<file path="config.mk">
export PLATFORM = sky130hd
export DESIGN_NAME = sap1_bcd_display
export DESIGN_NICKNAME = d
export VERILOG_FILES = /design/src/rtl/sap1_bcd_display.sv
export SDC_FILE = /design/constraint.sdc
export NUM_CORES = 1
export LEC_CHECK = 0
export CAP_MARGIN = 10
export CORE_MARGIN = 2
export CORE_UTILIZATION = 40
export CTS_CLUSTER_DIAMETER = 50
export CTS_CLUSTER_SIZE = 40
export DETAILED_ROUTE_END_ITERATION = 8
export SYNTH_ARGS = -nofsm -noshare
export SYNTH_HDL_FRONTEND = slang
export SYNTH_SLANG_ARGS = --single-unit
export TNS_END_PERCENT = 10
</file>
<file path="constraint.sdc">
create_clock -name clk -period 7.2 [get_ports clk]
set_input_delay 1.08 -clock clk [delete_from_list [all_inputs] [get_ports clk]]
set_output_delay 1.08 -clock clk [all_outputs]
set_load 0.1 [all_outputs]
</file>
<file path="src/rtl/sap1_bcd_display.sv">
// SAP-1 output display: a sequential double-dabble turns each OUT byte into three BCD
// digits, which are then time-multiplexed onto a shared active-high 7-segment bus.
module sap1_bcd_display #(
  parameter int SCAN_DIV = 1000
) (
  input  logic        clk,
  input  logic        rst_n,
  input  logic [7:0]  value_in,
  input  logic        value_valid,
  output logic        busy,
  output logic [11:0] bcd_out,
  output logic        bcd_valid,
  output logic [6:0]  seg_out,
  output logic [2:0]  digit_sel
);

  localparam int PW = (SCAN_DIV > 1) ? $clog2(SCAN_DIV) : 1;

  typedef enum logic {IDLE, SHIFT} state_t;

  state_t      state, state_nxt;
  logic [19:0] scratch, adj, shifted;
  logic [2:0]  cnt;
  logic        pending, start, fin;
  logic [7:0]  pend_val, start_val;

  always_comb begin
    state_nxt = state;
    start     = 1'b0;
    fin       = 1'b0;
    case (state)
      IDLE:  if (value_valid || pending) begin start = 1'b1; state_nxt = SHIFT; end
      SHIFT: if (cnt == 3'd7) begin fin = 1'b1; state_nxt = IDLE; end
      default: state_nxt = IDLE;
    endcase
  end

  // Fresh strobe beats a buffered value when both are present in IDLE.
  assign start_val = value_valid ? value_in : pend_val;
  assign busy      = (state == SHIFT);

  always_comb begin
    adj = scratch;
    for (int i = 2; i < 5; i++)
      if (scratch[4*i +: 4] >= 4'd5) adj[4*i +: 4] = scratch[4*i +: 4] + 4'd3;
  end
  assign shifted = {adj[18:0], 1'b0};

  always_ff @(posedge clk or negedge rst_n)
    if (!rst_n) state <= IDLE;
    else        state <= state_nxt;

  always_ff @(posedge clk or negedge rst_n) begin
    if (!rst_n) begin
      scratch   <= '0;
      cnt       <= '0;
      bcd_out   <= '0;
      bcd_valid <= 1'b0;
      pending   <= 1'b0;
      pend_val  <= '0;
    end else begin
      bcd_valid <= 1'b0;
      if (start) begin
        scratch <= {12'b0, start_val};
        cnt     <= '0;
        pending <= 1'b0;
      end else if (state == SHIFT) begin
        scratch <= shifted;
        cnt     <= cnt + 3'd1;
        if (fin) begin
          bcd_out   <= shifted[19:8];
          bcd_valid <= 1'b1;
        end
        // One-deep buffer: the latest strobe during a conversion wins.
        if (value_valid) begin
          pending  <= 1'b1;
          pend_val <= value_in;
        end
      end
    end
  end

  logic [PW-1:0] presc;
  logic [1:0]    idx;
  logic          wrap;

  assign wrap = (presc == PW'(SCAN_DIV - 1));

  always_ff @(posedge clk or negedge rst_n) begin
    if (!rst_n) begin
      presc <= '0;
      idx   <= '0;
    end else begin
      presc <= wrap ? '0 : presc + PW'(1);
      if (wrap) idx <= (idx == 2'd2) ? 2'd0 : idx + 2'd1;
    end
  end

  assign digit_sel = 3'b001 << idx;

  logic [3:0] nib;
  logic       blank;

  always_comb begin
    nib   = bcd_out[3:0];
    blank = 1'b0;
    case (idx)
      2'd1: begin
        nib   = bcd_out[7:4];
        blank = (bcd_out[11:4] == 8'h00);
      end
      2'd2: begin
        nib   = bcd_out[11:8];
        blank = (bcd_out[11:8] == 4'h0);
      end
      default: ;
    endcase
  end

  always_comb begin
    seg_out = 7'h00;
    if (!blank)
      case (nib)
        4'd0: seg_out = 7'h3F;
        4'd1: seg_out = 7'h06;
        4'd2: seg_out = 7'h5B;
        4'd3: seg_out = 7'h4F;
        4'd4: seg_out = 7'h66;
        4'd5: seg_out = 7'h6D;
        4'd6: seg_out = 7'h7D;
        4'd7: seg_out = 7'h07;
        4'd8: seg_out = 7'h7F;
        4'd9: seg_out = 7'h6F;
        default: seg_out = 7'h00;
      endcase
  end

endmodule

</file>
Word level (Yosys, flattened, before mapping). Memory sizes are Yosys's and may differ from the RTL's. Index checks and enable logic that the tools add are counted.

Register bits after elaboration: 58. Bits in read-only memories: 112. Bits of input ports: 11. Output and inout port bits: 24. Memories kept: 1.

Add/subtract/negate cells: 6. Magnitude comparators: 3. Eq/ne operators: 4. Shifts and indexed selects: 1. Mux-type cells: 25. Bitwise operators: 2. Reductions and logical operators: 8.

Memory list: (name not given) (depth 16, bits a word 7, read ports 1, clocked after Yosys merged registers in 0, wr ports 0, RTL line 123) `case (nib)`.

Operators by type and width (number): 20-bit 2-to-1 mux (2); 4-bit by 3-bit greater-or-equal comparator with 1-bit output (second input constant) (3); 1-bit 2-to-1 mux (11); 10-bit by 1-bit adder with 10-bit output (second input constant) (1); 10-bit == test (second input constant) (1); 10-bit 2-to-1 mux (1); 3-bit 2-to-1 mux (3); 4-bit by 2-bit adder with 4-bit output (second input constant) (2); 8-bit logical NOT (1); 4-bit 2-to-1 mux (2); 8-bit 2-to-1 mux (1); 4-bit case mux with 2 select lines (1); 7-bit 2-to-1 mux (1); 4-bit logical NOT (1); 1-bit case mux with 2 select lines (2); 2-bit AND reduction (2); 2-bit nonzero test (2); 3-bit by 1-bit adder with 3-bit output (second input constant) (1); 3-bit by 2-bit adder with 3-bit output (second input constant) (1); 3-bit == test (second input constant) (1); 3-bit AND reduction (1); 1-bit by 2-bit left shift with 3-bit output (first input constant) (1); 2-bit by 1-bit adder with 2-bit output (second input constant) (1); 2-bit by 1-bit == test with 1-bit output (second input constant) (1); other kinds (4) (5).

Logic depth before layout (Yosys ltp). Gate-level depths: netlist of the first run.

Depth in word-level cells: 6. Depth in mapped cells: 9. Gate-level depth less buffers: 9.

Worst setup path before layout of the first run. Ideal clock, no wire load.

Path type: register to output. From: register idx[0]. To: output port seg_out[5]. Data arrival time: 4.633 ns. Data required time: 6.120 ns. Slack: 1.487 ns. Cell stages (with the launch flop): 9. Path through: dfrtp_1 -> inv_1 -> ha_1 -> a22o_2 -> mux2i_1 -> inv_1 -> ha_1 -> nand2b_1 -> a311oi_1.

Cells in the longest elaborated chain, start to end: 4. Elaborated cells between the ends (all ways): 6.

Ends and longest elaborated chain: from (decl) (RTL line 84) `logic [1:0] idx;`; from (signal assigned) (RTL line 95) `if (wrap) idx <= (idx == 2'd2) ? 2'd0 : idx + 2'd1;`; 2-bit == test or 2-bit by 1-bit == test with 1-bit output (tied branches) (RTL line 107) `case (idx)`; 4-bit case mux with 2 select lines (RTL line 107); memory 16 x 7 bit; 7-bit 2-to-1 mux (*) (RTL line 122) `if (!blank)`; to (decl) (RTL line 13) `output logic [6:0] seg_out,`.

Mark *: on every way between the ends. The rest lies on a longest branch, timed or not.

Final worst setup path of the first run.
From: register idx[0]. To: output port seg_out[0].

The elaborated chain is that of the path after synthesis.

==> results of run 1 <==
[registers in the layout, summed over array words and instances, names as in the netlist]
register,flops
busy,1
bcd_valid,1
cnt,3
bcd_out,12
presc,10
pending,1
scratch,20
pend_val,8
idx,2
[synthesized netlist by cell type (all sizes together), types with 2 or more instances]
cell type | n | area (um^2)
nand3 | 7 | 35.03
a311oi | 3 | 26.28
mux2 | 21 | 247.7
and2 | 2 | 15.02
o21ai | 20 | 100.1
a21oi | 21 | 112.6
mux2i | 13 | 155.2
a22o | 13 | 116.4
inv | 14 | 52.55
xor2 | 3 | 26.28
o211ai | 2 | 15.01
nand4 | 2 | 12.51
xnor2 | 8 | 70.07
a211oi | 2 | 20.02
nor3 | 7 | 40.04
nor3b | 4 | 30.03
clkbuf | 3 | 11.26
nor2b | 2 | 12.51
nand2 | 23 | 86.33
a22oi | 2 | 20.02
nor2 | 24 | 92.59
ha | 18 | 225.2
dfrtp | 58 | 1451
nand2b | 5 | 31.28
buf | 7 | 48.79
[critical path, cell delays in order (launching register included)]
cell             delay (ns)
dfrtp_1                0.40
inv_1                  0.08
ha_1                   0.63
mux2i_1                0.49
inv_1                  0.14
ha_1                   0.23
mux2_1                 0.28
a211oi_1               0.27
clkdlybuf4s50_1        1.19
[layout by cell type, fill, tap and decap left out, types with 4 or more instances in the layout]
| cell type | instances |
|---|---|
| nor2_1 | 23 |
| ha_1 | 18 |
| inv_1 | 13 |
| nand3_1 | 7 |
| nand2_1 | 23 |
| clkdlybuf4s50_1 | 33 |
| mux2i_1 | 11 |
| a21oi_1 | 19 |
| o21ai_0 | 20 |
| nand2b_1 | 5 |
| a22o_1 | 11 |
| dfrtp_1 | 58 |
| nor3_1 | 6 |
| xnor2_1 | 8 |
| nor3b_1 | 4 |
| mux2_2 | 17 |
| clkbuf_8 | 13 |
[final cells by class]
cell class | instances | area, um^2 | share of cell area (%)
clock buffer | 15 | 186.4 | 4.968
sequential | 58 | 1451 | 38.68
multi-input combinational | 208 | 1554 | 41.41
inverter | 14 | 52.55 | 1.400
timing repair buffer | 36 | 350.3 | 9.336
tap | 102 | 127.6 | 3.401
clock inverter | 1 | 30.03 | 0.8003
[kinds of logic after synthesis]
logic type               count (synthesis)  synth area share, %
AND/OR/NAND/NOR                         79                12.12
AO/OA/AOI/OAI                           66                14.49
flip-flops                              58                46.55
multiplexers                            34                12.92
buffers and inverters                   24                3.611
adder cells (fa/ha/maj)                 18                7.223
XOR/XNOR                                11                3.090
[stage by stage]
| stage | cell area (um^2) | cells | utilization (%) | hold slack (ns) |
|---|---|---|---|---|
| 2_1_floorplan | 3118 | 290 | - | 0.4302 |
| 3_3_place_gp | 3536 | 418 | 46.24 | 0.4522 |
| 3_5_place_dp | 3536 | 418 | 46.24 | 0.4543 |
| 4_1_cts | 3752 | 434 | 49.07 | 0.4635 |
| 5_1_grt | 3752 | 434 | 49.07 | 0.4793 |
| 6_report | 3752 | 434 | 49.07 | 0.4606 |
[routing by layer]
metal	track usage (%)	vias up	part of all wire (%)
met1	21.28	1031	51
met2	23.71	31	45
li1	-	1103	-
met3	3.580	7	3.3
met5	0	-	0
met4	5.970	0	1.3
[path summary, 6_finish.rpt]
| path | slack [ns] | cells past startpoint | endpoint |
|---|---|---|---|
| worst max-delay path | 2.08 | 8 | seg_out[0] |
| worst min-delay path | 0.46 | 1 | presc[0]$_DFF_PN0_ |
| worst max register to register | 5.27 | 4 | scratch[11]$_DFFE_PN0P_ |
| worst min register to register | 0.46 | 1 | presc[0]$_DFF_PN0_ |
| max in group asynchronous | 5.83 | 2 | scratch[17]$_DFFE_PN0P_ |
| min in group asynchronous | 0.89 | 2 | presc[8]$_DFF_PN0_ |
==> reports/qor.csv, run 1 <==
stage,metric,value,unit
run,max cap viols,0,
route,wire per inst,13.60,um
setup_path,critical path type,reg2out,
clocking,worst skew pair latency,0.33,ns
synthesis,syn nets,319,
setup_path,largest fanout on the critical path,10,
clocking,clock transition at the registers of the reported paths,0.07,ns
timing,Hold Fails Final Rpt,0,
route,drt total wl,5901,um
clocking,Clock Sinks,58,
synthesis,Post-synth EDFFs,0,
global_routing,initial antenna violation count,0,
synthesis,sequential cell area fraction in the yosys report,46.55,%
placed_design,Place WS,2.432,ns
die,die area,0.008517,mm^2
timing,RSZ-0062 raised after global routing,false,
timing,final critical-path required period,5.116,ns
route,Via density,5.005,
timing,part of the cycle the worst path needs,71.06,%
clocking,clk root buf,clkbuf_8,
route,ANT nets after route,0,
run_status,status,"complete, no violations",
global_routing,pin count of the biggest net entering global routing,59,
placed_design,HPWL after DPL,4081,um
clocking,post-CTS setup buffer count,0,
die,IO Count,35,
route,iteration count of the initial detailed-routing pass,4,
route,drt initial violations,86,
setup_path,launch point of the worst path,idx[0]$_DFFE_PN0N_,
layout,fin nets,356,
route,DRC errors left,0,
timing,Worst Tran Pin Value,1.077,ns
global_routing,vias in the first global route,2201,
route,total number of vias,2172,
timing,Final Max Slew Viols,0,
setup_path,CP Launch Type,register,
synthesis,Async SR Flop Fraction,100.0,%
setup_path,critical path required time,6.12,ns
global_routing,Overall Global Routing Usage,15.43,%
layout,Area Growth Syn to Fin,20.35,%
synthesis,Mapped Area,0.003118,mm^2
synthesis,Syn. warnings,0,
timing,final worst slack,2.084,ns
placed_design,Port Buffers,34,
timing,sum of negative setup slack,0,ns
die,num rows,32,
timing,highest clock rate,195.5,MHz
clocking,H-tree level count,3,
synthesis,"flops & latches, synth",58,
timing,clk_skew,0.005308,ns
timing,Slew HR,27.81,%
die,Vert. Die Dim,92.29,um
die,die width,92.29,um
synthesis,Synth Flop Type,dfrtp_1,
global_routing,first-pass GRT wire length,10420,um
setup_path,critical path arrival,4.04,ns
placed_design,routability cong.,0.7803,
clocking,clk buf depth,2,
setup_path,reg2reg start,busy$_DFF_PN0_,
timing,final setup fails,0,
die,core outline area,0.007647,mm^2
die,Starting Density,40.77,%
clocking,CTS tree,done,
clocking,cts bufs inserted,9,
worst_hold_path,Worst Hold Class,reg2reg,
layout,final-layout fill cell count,715,
worst_hold_path,hold path startpoint,presc[0]$_DFF_PN0_,
synthesis,cell count after synthesis,290,
layout,layout cells sized above 1,15.66,%
global_routing,GRT Residual Overflow,0,
clocking,post_cts resized,0,
setup_path,CP endpoint kind,primary output,
synthesis,Synth cell types,45,
synthesis,Post-Syn Area per Cell,10.75,um^2
layout,Diodes inserted,0,
clocking,cts-stage hold buffer count,0,
Power of run 1 is not shown: default switching activity piles up to over one toggle a cycle in this logic, so the estimate is an artifact.
==> run 2: changes to the inputs <==
==> constraint.sdc (replaced) <==
create_clock -name clk -period 5.2 [get_ports clk]
set_input_delay 0.78 -clock clk [delete_from_list [all_inputs] [get_ports clk]]
set_output_delay 0.78 -clock clk [all_outputs]
set_load 0.1 [all_outputs]
==> reports/qor.csv, run 2 (same netlist as run 1, synthesis figures left out) <==
stage,metric,value,unit
die,Vert. Die Dim,92.29,um
setup_path,CP Launch Type,register,
clocking,post_cts resized,0,
placed_design,Port Buffers,34,
layout,"most common cell after layout, fill and taps aside",dfrtp_1,
setup_path,Max stage delay on crit path,1.15,ns
timing,final critical-path required period,4.342,ns
layout,Area Growth Syn to Fin,19.82,%
layout,register name with the most flops,scratch,
layout,fin cells,433,
layout,Diodes inserted,0,
layout,"commonest cells after routing, fill and taps aside","dfrtp_1, clkdlybuf4s50_1, nand2_1, nor2_1, o21ai_0",
timing,final setup fails,0,
timing,clk_skew,0.006356,ns
setup_path,CP endpoint kind,primary output,
timing,hold_ws,0.4371,ns
die,die area,0.008517,mm^2
setup_path,CP cell instances,inv_1 -> ha_1 -> mux2i_4 -> inv_1 -> ha_1 -> nor2_1 -> nor3_1 -> clkdlybuf4s50_1,
setup_path,critical path type,reg2out,
clocking,H-tree level count,3,
global_routing,vias in the first global route,2172,
clocking,clk buf depth,2,
die,die width,92.29,um
global_routing,first-pass GRT wire length,10340,um
route,iteration count of the initial detailed-routing pass,4,
die,Starting Density,40.77,%
layout,Top Registers,"scratch x20, bcd_out x12, presc x10",
timing,Final Max Slew Viols,0,
clocking,cts-stage hold buffer count,0,
route,DRC errors left,0,
timing,part of the cycle the worst path needs,83.50,%
run_status,status,"complete, no violations",
setup_path,Worst path slowest cell,clkdlybuf4s50_1,
layout,design area,0.003736,mm^2
layout,Finished Core Util,48.85,%
timing,Hold Fails Final Rpt,0,
clocking,clk root buf,clkbuf_8,
timing,RSZ-0062 raised after global routing,false,
clocking,Clock Sinks,58,
die,core outline area,0.007647,mm^2
clocking,post-CTS setup buffer count,0,
clocking,clock transition at the registers of the reported paths,0.06,ns
die,IO Count,35,
die,num rows,32,
clocking,worst skew pair latency,0.34,ns
route,total number of vias,2186,
route,drt initial violations,85,
global_routing,GRT Residual Overflow,0,
setup_path,FF-to-FF path depth,3,
placed_design,placed insts,418,
layout,max reg flops,20,
route,drt total wl,5933,um
worst_hold_path,Worst Hold Class,in2async,
clocking,cts bufs inserted,9,
timing,highest clock rate,230.3,MHz
placed_design,routability cong.,0.7733,
route,wire per inst,13.70,um
setup_path,critical path arrival,3.56,ns
global_routing,pin count of the biggest net entering global routing,34,
setup_path,critical path required time,4.42,ns
placed_design,dpl cell area,0.003532,mm^2
placed_design,HPWL after DPL,4186,um
run,max cap viols,0,
layout,fin nets,356,
global_routing,Overall Global Routing Usage,15.40,%
route,Via density,5.048,
layout,layout cells sized above 1,17.22,%
global_routing,initial antenna violation count,0,
setup_path,largest fanout on the critical path,10,
clocking,CTS tree,done,
route,ANT nets after route,0,
timing,Slew HR,29.57,%
timing,Worst Tran Pin Value,1.051,ns
## run 2: cell type report
type,instances,area [um^2]
clock inverters,2,35.03
well taps,102,127.6
clock buffers,13,168.9
flip-flops and latches,58,1451
multi-input cells,208,1560
fillers,707,3911
inverters,14,52.55
repair buffers,36,340.3
## run 2: worst paths after layout
path,startpoint,endpoint,slack [ns]
max in group asynchronous,rst_n,pend_val[0]$_DFFE_PN0P_,3.93
worst max-delay path,idx[1]$_DFFE_PN0N_,seg_out[1],0.86
worst min-delay path,rst_n,presc[8]$_DFF_PN0_,0.44
worst min register to register,presc[0]$_DFF_PN0_,presc[0]$_DFF_PN0_,0.45
min in group clk,presc[0]$_DFF_PN0_,presc[0]$_DFF_PN0_,0.45
worst max register to register,pending$_DFFE_PN0P_,scratch[11]$_DFFE_PN0P_,3.30
## run 2: critical path, delay by kind of cell, from the launching register on
family                   cells  cell delay (ns)
buffers and inverters        3             1.34
adder cells (fa/ha/maj)      2             0.92
multiplexers                 1             0.41
flip-flops                   1             0.38
AND/OR/NAND/NOR              2             0.17
## run 2: stage by stage
stage	worst slack [ns]	setup TNS, ns
final	0.8582	0
after global routing	0.6993	0
after CTS	0.8266	0
after detailed placement	1.198	0
after global placement	1.246	0
after floorplan	-0.1665	-0.1665
## run 2: routing by layer
metal  GRT usage [%]  part of all wire [%]  vias up
li1                -                     -     1090
met1           21.11                    49     1043
met2           22.92                    45       44
met3           5.126                   4.8        9
met4           5.348                   1.3        0
met5               0                     0        -
Power of run 2 is left out for the same reason.
